==> src/rtl/ibex_xif_rvfi_retire_sched.sv <==
// ibex_xif_rvfi_retire_sched: merges core and XIF retirement records into one in-order RVFI stream.
// Optional stall watchdog is enabled by defining RVFI_RETIRE_SCHED_WATCHDOG_EN.
module ibex_xif_rvfi_retire_sched #(
  parameter int unsigned DEPTH     = 8,
  parameter int unsigned ORDER_W   = 64,
  parameter int unsigned PAYLOAD_W = 256,
  parameter int unsigned STALL_MAX = 1024
) (
  input  logic                   clk_i,
  input  logic                   rst_ni,
  input  logic                   core_valid_i,
  input  logic [ORDER_W-1:0]     core_order_i,
  input  logic [PAYLOAD_W-1:0]   core_payload_i,
  output logic                   core_ready_o,
  input  logic                   xif_valid_i,
  input  logic [ORDER_W-1:0]     xif_order_i,
  input  logic [PAYLOAD_W-1:0]   xif_payload_i,
  output logic                   xif_ready_o,
  output logic                   out_valid_o,
  input  logic                   out_ready_i,
  output logic [ORDER_W-1:0]     out_order_o,
  output logic [PAYLOAD_W-1:0]   out_payload_o,
  output logic                   out_src_o,
  output logic [$clog2(DEPTH):0] occupancy_o,
  output logic                   dup_err_o,
  output logic                   stall_err_o
);
  localparam int unsigned IDX_W = $clog2(DEPTH);
  localparam int unsigned CNT_W = IDX_W + 1;

  if (DEPTH < 2 || (DEPTH & (DEPTH - 1)) != 0 || STALL_MAX == 0) begin : g_param_check
    $error("DEPTH must be a power of two >= 2 and STALL_MAX nonzero");
  end

  logic [ORDER_W-1:0]   head_q, core_dist, xif_dist;
  logic [DEPTH-1:0]     vld_q, vld_d, src_q;
  logic [PAYLOAD_W-1:0] pay_q [DEPTH];
  logic [CNT_W-1:0]     cnt_q;
  logic                 dup_q;
  logic [IDX_W-1:0]     head_idx, core_idx, xif_idx;
  logic                 core_win, xif_win, core_fire, xif_fire, drain;

  assign head_idx  = head_q[IDX_W-1:0];
  assign core_idx  = core_order_i[IDX_W-1:0];
  assign xif_idx   = xif_order_i[IDX_W-1:0];
  assign core_dist = core_order_i - head_q;
  assign xif_dist  = xif_order_i - head_q;
  assign core_win  = core_dist < ORDER_W'(DEPTH);
  assign xif_win   = xif_dist < ORDER_W'(DEPTH);

  assign core_ready_o = core_win && !vld_q[core_idx];
  // Both producers targeting the same empty slot: the core wins, XIF is refused.
  assign xif_ready_o  = xif_win && !vld_q[xif_idx] && !(core_fire && core_idx == xif_idx);
  assign core_fire    = core_valid_i && core_ready_o;
  assign xif_fire     = xif_valid_i && xif_ready_o;

  // The valid head slot always holds order head_q, so the order is not stored.
  assign out_valid_o   = vld_q[head_idx];
  assign drain         = out_valid_o && out_ready_i;
  assign out_order_o   = out_valid_o ? head_q : '0;
  assign out_payload_o = out_valid_o ? pay_q[head_idx] : '0;
  assign out_src_o     = out_valid_o && src_q[head_idx];
  assign occupancy_o   = cnt_q;
  assign dup_err_o     = dup_q;

  always_comb begin
    vld_d           = vld_q;
    vld_d[head_idx] = vld_q[head_idx] && !drain;
    vld_d[core_idx] = vld_d[core_idx] || core_fire;
    vld_d[xif_idx]  = vld_d[xif_idx] || xif_fire;
  end

  always_ff @(posedge clk_i or negedge rst_ni) begin
    if (!rst_ni) begin
      head_q <= '0;
      vld_q  <= '0;
      cnt_q  <= '0;
      dup_q  <= 1'b0;
    end else begin
      head_q <= head_q + ORDER_W'(drain);
      vld_q  <= vld_d;
      cnt_q  <= cnt_q + CNT_W'(core_fire) + CNT_W'(xif_fire) - CNT_W'(drain);
      dup_q  <= (core_valid_i && core_win && !core_ready_o) || (xif_valid_i && xif_win && !xif_ready_o);
    end
  end

  always_ff @(posedge clk_i) begin
    if (core_fire) begin
      pay_q[core_idx] <= core_payload_i;
      src_q[core_idx] <= 1'b0;
    end
    if (xif_fire) begin
      pay_q[xif_idx] <= xif_payload_i;
      src_q[xif_idx] <= 1'b1;
    end
  end

`ifdef RVFI_RETIRE_SCHED_WATCHDOG_EN
  localparam int unsigned WD_W = $clog2(STALL_MAX + 1);

  logic [WD_W-1:0] wd_q, wd_d;
  logic            stall_q;

  // Counts cycles with buffered records but a missing head; saturates at STALL_MAX.
  assign wd_d = (drain || cnt_q == '0) ? '0 :
                (out_valid_o || wd_q == WD_W'(STALL_MAX)) ? wd_q : wd_q + 1'b1;
  assign stall_err_o = stall_q;

  always_ff @(posedge clk_i or negedge rst_ni) begin
    if (!rst_ni) begin
      wd_q    <= '0;
      stall_q <= 1'b0;
    end else begin
      wd_q    <= wd_d;
      stall_q <= stall_q || wd_d == WD_W'(STALL_MAX);
    end
  end
`else
  assign stall_err_o = 1'b0;
`endif

endmodule

==> config.mk <==
export PLATFORM = sky130hd
export DESIGN_NAME = ibex_xif_rvfi_retire_sched
export DESIGN_NICKNAME = d
export VERILOG_FILES = /design/src/rtl/ibex_xif_rvfi_retire_sched.sv
export SDC_FILE = /design/constraint.sdc
export NUM_CORES = 2
export LEC_CHECK = 0
export BUFFER_PORTS_ARGS = -buffer_cell sky130_fd_sc_hd__buf_2
export CAP_MARGIN = 20
export CORE_UTILIZATION = 40
export DETAILED_ROUTE_END_ITERATION = 16
export PLACE_DENSITY = 0.65
export SETUP_SLACK_MARGIN = 0.3
export SYNTH_ARGS = -nofsm -noshare
export SYNTH_HDL_FRONTEND = slang
export SYNTH_SLANG_ARGS = --single-unit
==> constraint.sdc <==
create_clock -name clk_i -period 25.2 [get_ports clk_i]
set_input_delay 2.52 -clock clk_i [delete_from_list [all_inputs] [get_ports clk_i]]
set_output_delay 2.52 -clock clk_i [all_outputs]
set_load 0.03 [all_outputs]
# Word level (Yosys, flattened, before mapping)
# Memories as Yosys holds them, arrays and structs flattened.
# Index checks and enable logic that the tools add are counted.
# totals
regBits	85
ramBits	2048
n_memories	1
inputBits	645
# classes
bitwise_logic	3
addsub	6
eq_ne	1
muxes	29
reduce_logical	25
magnitude_cmp	8
# memory_table
name	words	word_bits	rd	rd_clocked_by_memory_dff	write_ports	line	source
pay_q	8	256	1	0	2	37	logic [PAYLOAD_W-1:0] pay_q [DEPTH];
# ops
op	count
$mux W256	1
$lt A64 B4 Y1 const B	2
$sub A64 B64 Y64	2
$add A64 B1 Y64	1
$mux W64	1
$bwmux W8	3
$bmux W1 S3	6
$logic_and A1 B1 Y1	16
$mux W8	2
$mux W1	13
$lt A3 B4 Y1 const B	3
$demux W1 S3	3
$ge A3 B1 Y1 const B	3
$add A4 B1 Y4	2
$and A8 B8 Y8	1
$not A8 Y8	1
$or A8 B8 Y8	1
$logic_not A1 Y1	6
$sub A4 B1 Y4	1
$eq A3 B3 Y1	1
$logic_or A1 B1 Y1	3

# Longest topological paths before layout
# depth
depth_word	14
depth_mapped	23

# Worst setup path after synthesis
# Ideal clock, no wire load.
# synth_timing
kind	input-to-reg
from	input xif_order_i[8]
to	memory pay_q[3][0], enable pin
arrival_ps	25069
path_stages	15
required_ps	23941
slack_ps	-1128
path_buffers	1
setup_ps	1259
cell_sequence	ha_1 -> buf_2 -> nand4_1 -> or2_0 -> o22a_1 -> a2111oi_2 -> nor2_1 -> xnor2_1 -> or4b_1 -> nor4_1 -> nand4_1 -> or4b_1 -> nor4_4 -> nand2_1 -> o32ai_1
# synth_rtl
item	line	source
start, declared	16	input logic [ORDER_W-1:0] xif_order_i,
end, declared	37	

==> metrics.cfg <==
[logic_synthesis]
synthCells = 8138
synth_top_family_by_area = multiplexers
ys_seq_area_frac = 0.566
ys.flop_type = edfxtp_1
ys_warn_count = 0
synth.mux.area_fraction = 0.209
synthAdderAreaFrac = 0.0147
synth_edf_count = 2048
synth-compound-area-share = 0.127
synth_cell_type_count = 93
synth_xor_area_frac = 0.0105
syn_nets = 8914
synth_seq_cells = 2133
synthTopCellsByArea = edfxtp_1 55%, mux2_1 15%, a22oi_1 6.6%
synth_area_per_cell_sq_um = 13.8
synth.most_common_cell = edfxtp_1
netlist_area_sq_um = 112000
yosys.area.top_type = edfxtp_1
synth_common_cells = 2048 x edfxtp_1, 1447 x mux2_1, 993 x a22oi_1
synth_simple_gate_area_frac = 0.0441
synth_top_cell_area_share = 0.548
async_flop_share = 0.0361

[routing]
drtPass1Iterations = 17
wl_per_cell_um = 32.8
vias_per_cell = 6.33
wl_mm = 423
drt-initial-drc-count = 9279
vias = 81700
antenna_left = 0
drc_errors = 256

[setup_path]
cpPeakStageDelay_ns = 0.85
crit_top_cell = buf_4
cp.required_ns = 25.72
worstPathArrival_ns = 11.88
r2r-start = head_q[42]$_DFF_PN0_
reg2reg_slack_ns = 14.90
critPathMaxFanout = 48
crit_buf_inv = 5
end_kind = flip-flop
crit_start = core_order_i[42]
crit_chain = buf_2, ha_1, a21oi_1, o21ai_0, a21o_1, a221oi_1, buf_4, o21ai_0, a2111oi_0, nand4b_1, or4_1, nor4_1, nand4_1, or2_2, o21ai_4, buf_4, buf_4, buf_4
critical_path.top_delay_family = compound AO/OA/AOI/OAI gates
cp_slowest_cell = o21ai_4
critPathLaunchType = input pin
critical_path_class = input pin to flip-flop

[floorplan]
rows = 194
dieArea_sq_um = 283000
fp.coreArea_sq_um = 279000
io_pins = 975
initial_core_util = 0.402
die_y_um = 532
die_x_um = 532

[pwr]
p_leak_nw = 42.4
ir_worst_vdd_v = 0.000143
power_density_nw_per_um2 = 85.1

[sta]
hold_violations = 0
final.period_utilization = 0.451
worst_slew_pin_slew_ns = 1.43
slew_violations = 0
rsz0062_at_grt = no
max_freq_ghz = 0.0880
maxSlewHeadroom = 0.0474
clock-skew-final_ns = 0.0641
setup_viol = 0
setup_tns_ns = 0
min_period_ns = 11.36

[worst_hold_path]
hold_start = src_q[0]$_DFF_P_
hp-class = flip-flop to flip-flop

[clocking]
postCtsHoldBufs = 0
cts.sinks = 2133
clk_pin_slew_ns = 0.06
ctsHtreeMaxLevel = 4
post-cts-setup-buffers = 0
cts_buffer_depth = 4
clock_latency_ns = 0.89
numCtsBuffers = 231
cts_resized = 0
cts_tree = yes
root_buffer = clkbuf_16

[layout]
fin_cells = 12900
area_delta_synth_final_pct = 13.8
nFillCells = 25000
multi_input_area_sq_um = 45700
final_util = 0.457
drive_gt1_frac = 0.227
fin_nets = 9653
seqCellArea_sq_um = 63600

[run_status]
outcome = finished with violations
violations = DRC

[global_routing]
antenna_found_initial = 224
grt_usage = 0.287
grt_pass1_wl_mm = 596
grt_start_max_net_pins = 118
grt_pass1_vias = 79600
grt_overflow = 0

[placement]
portBuffers = 973
dp_hpwl_mm = 259
gp_congestion = 1.02
post-place-cells = 12400

[job]
maxCapViolations = 0

tightest hold or removal path: stages, from the launching register on:
cell and delay (ns):
dfxtp_1 0.31, o21ai_0 0.06, nand2_1 0.05
final timing paths:
| path | endpoint | depth (start not counted) |
|---|---|---|
| worst max-delay path | pay_q[7][141]$_DFFE_PP_ | 18 |
| worst min-delay path | src_q[0]$_DFF_P_ | 2 |
| worst max register to register | pay_q[7][141]$_DFFE_PP_ | 18 |
| worst min register to register | src_q[0]$_DFF_P_ | 2 |
| max in group asynchronous | occupancy_o[3]$_DFF_PN0_ | 2 |
| min in group asynchronous | head_q[18]$_DFF_PN0_ | 1 |
report_power, final:
| group | internal (mW) | total, mW | switching [mW] |
|---|---|---|---|
| Clock | 1.82 | 3.25 | 1.43 |
| Combinational | 0.970 | 3.70 | 2.73 |
| Sequential | 3.90 | 3.92 | 0.0249 |
| Total | 6.69 | 10.9 | 4.18 |
final cells by class:
class	count	area share
Sequential cell	2133	0.498
Inverter	101	0.00297
Clock inverter	111	0.00720
Antenna cell	120	0.00235
Multi-Input combinational cell	5309	0.357
Tap cell	3724	0.0365
Timing Repair Buffer	1101	0.0479
Clock buffer	293	0.0480
state kept, by name, indices dropped and copies added, names as in the netlist:
signal,cells
dup_err_o,1
pay_q,2048
vld_q,8
src_q,8
occupancy_o,4
head_q,64
kinds of logic (layout without fill, tap and decap cells):
family | after synthesis | in the layout
flip-flops | 2133 | 2133
multiplexers | 2085 | 2085
AO/OA/AOI/OAI | 1946 | 1946
AND/OR/NAND/NOR | 1011 | 1011
buffers and inverters | 696 | 1606
XOR/XNOR | 135 | 135
adder cells (fa/ha/maj) | 131 | 131
other | 1 | 121
per-stage QoR:
| stage | cell area, sq um | power, mW | setup slack, ns | hold slack (ns) |
|---|---|---|---|---|
| floorplan | 112000 | 6.14 | -1.13 | 0.434 |
| global placement | 120000 | 7.63 | 12.92 | 0.449 |
| detailed placement | 120000 | 7.64 | 12.95 | 0.449 |
| CTS | 127000 | 10.9 | 13.92 | 0.458 |
| global route | 128000 | 11.2 | 13.70 | 0.488 |
| finish | 128000 | 10.9 | 13.84 | 0.461 |
layer usage:
metal / GRT usage / share of wire / vias to the layer above / wire, um
li1: - / - / 34600 / -
met1: 0.373 / 0.39 / 41800 / 167000
met2: 0.449 / 0.46 / 4269 / 193000
met3: 0.0782 / 0.10 / 899 / 43600
met4: 0.126 / 0.045 / 142 / 19000
met5: 0 / 0.0021 / - / 881
placed cells by master, fill, tap and decap left out, drive strengths merged, types with 77 or more instances in the layout:
master	Yosys	layout
mux2	2056	2056
nand4	90	90
a22oi	994	994
clkinv	1	90
nand2	267	267
diode	0	120
dfrtp	77	77
clkbuf	348	293
xnor2	110	110
nor2	264	264
nand3	83	83
edfxtp	2048	2048
buf	247	1101
a21oi	198	198
o21ai	154	154
inv	100	107
ha	129	129
a41oi	236	236
nor3	80	80
(Power assumes the default switching activity.)
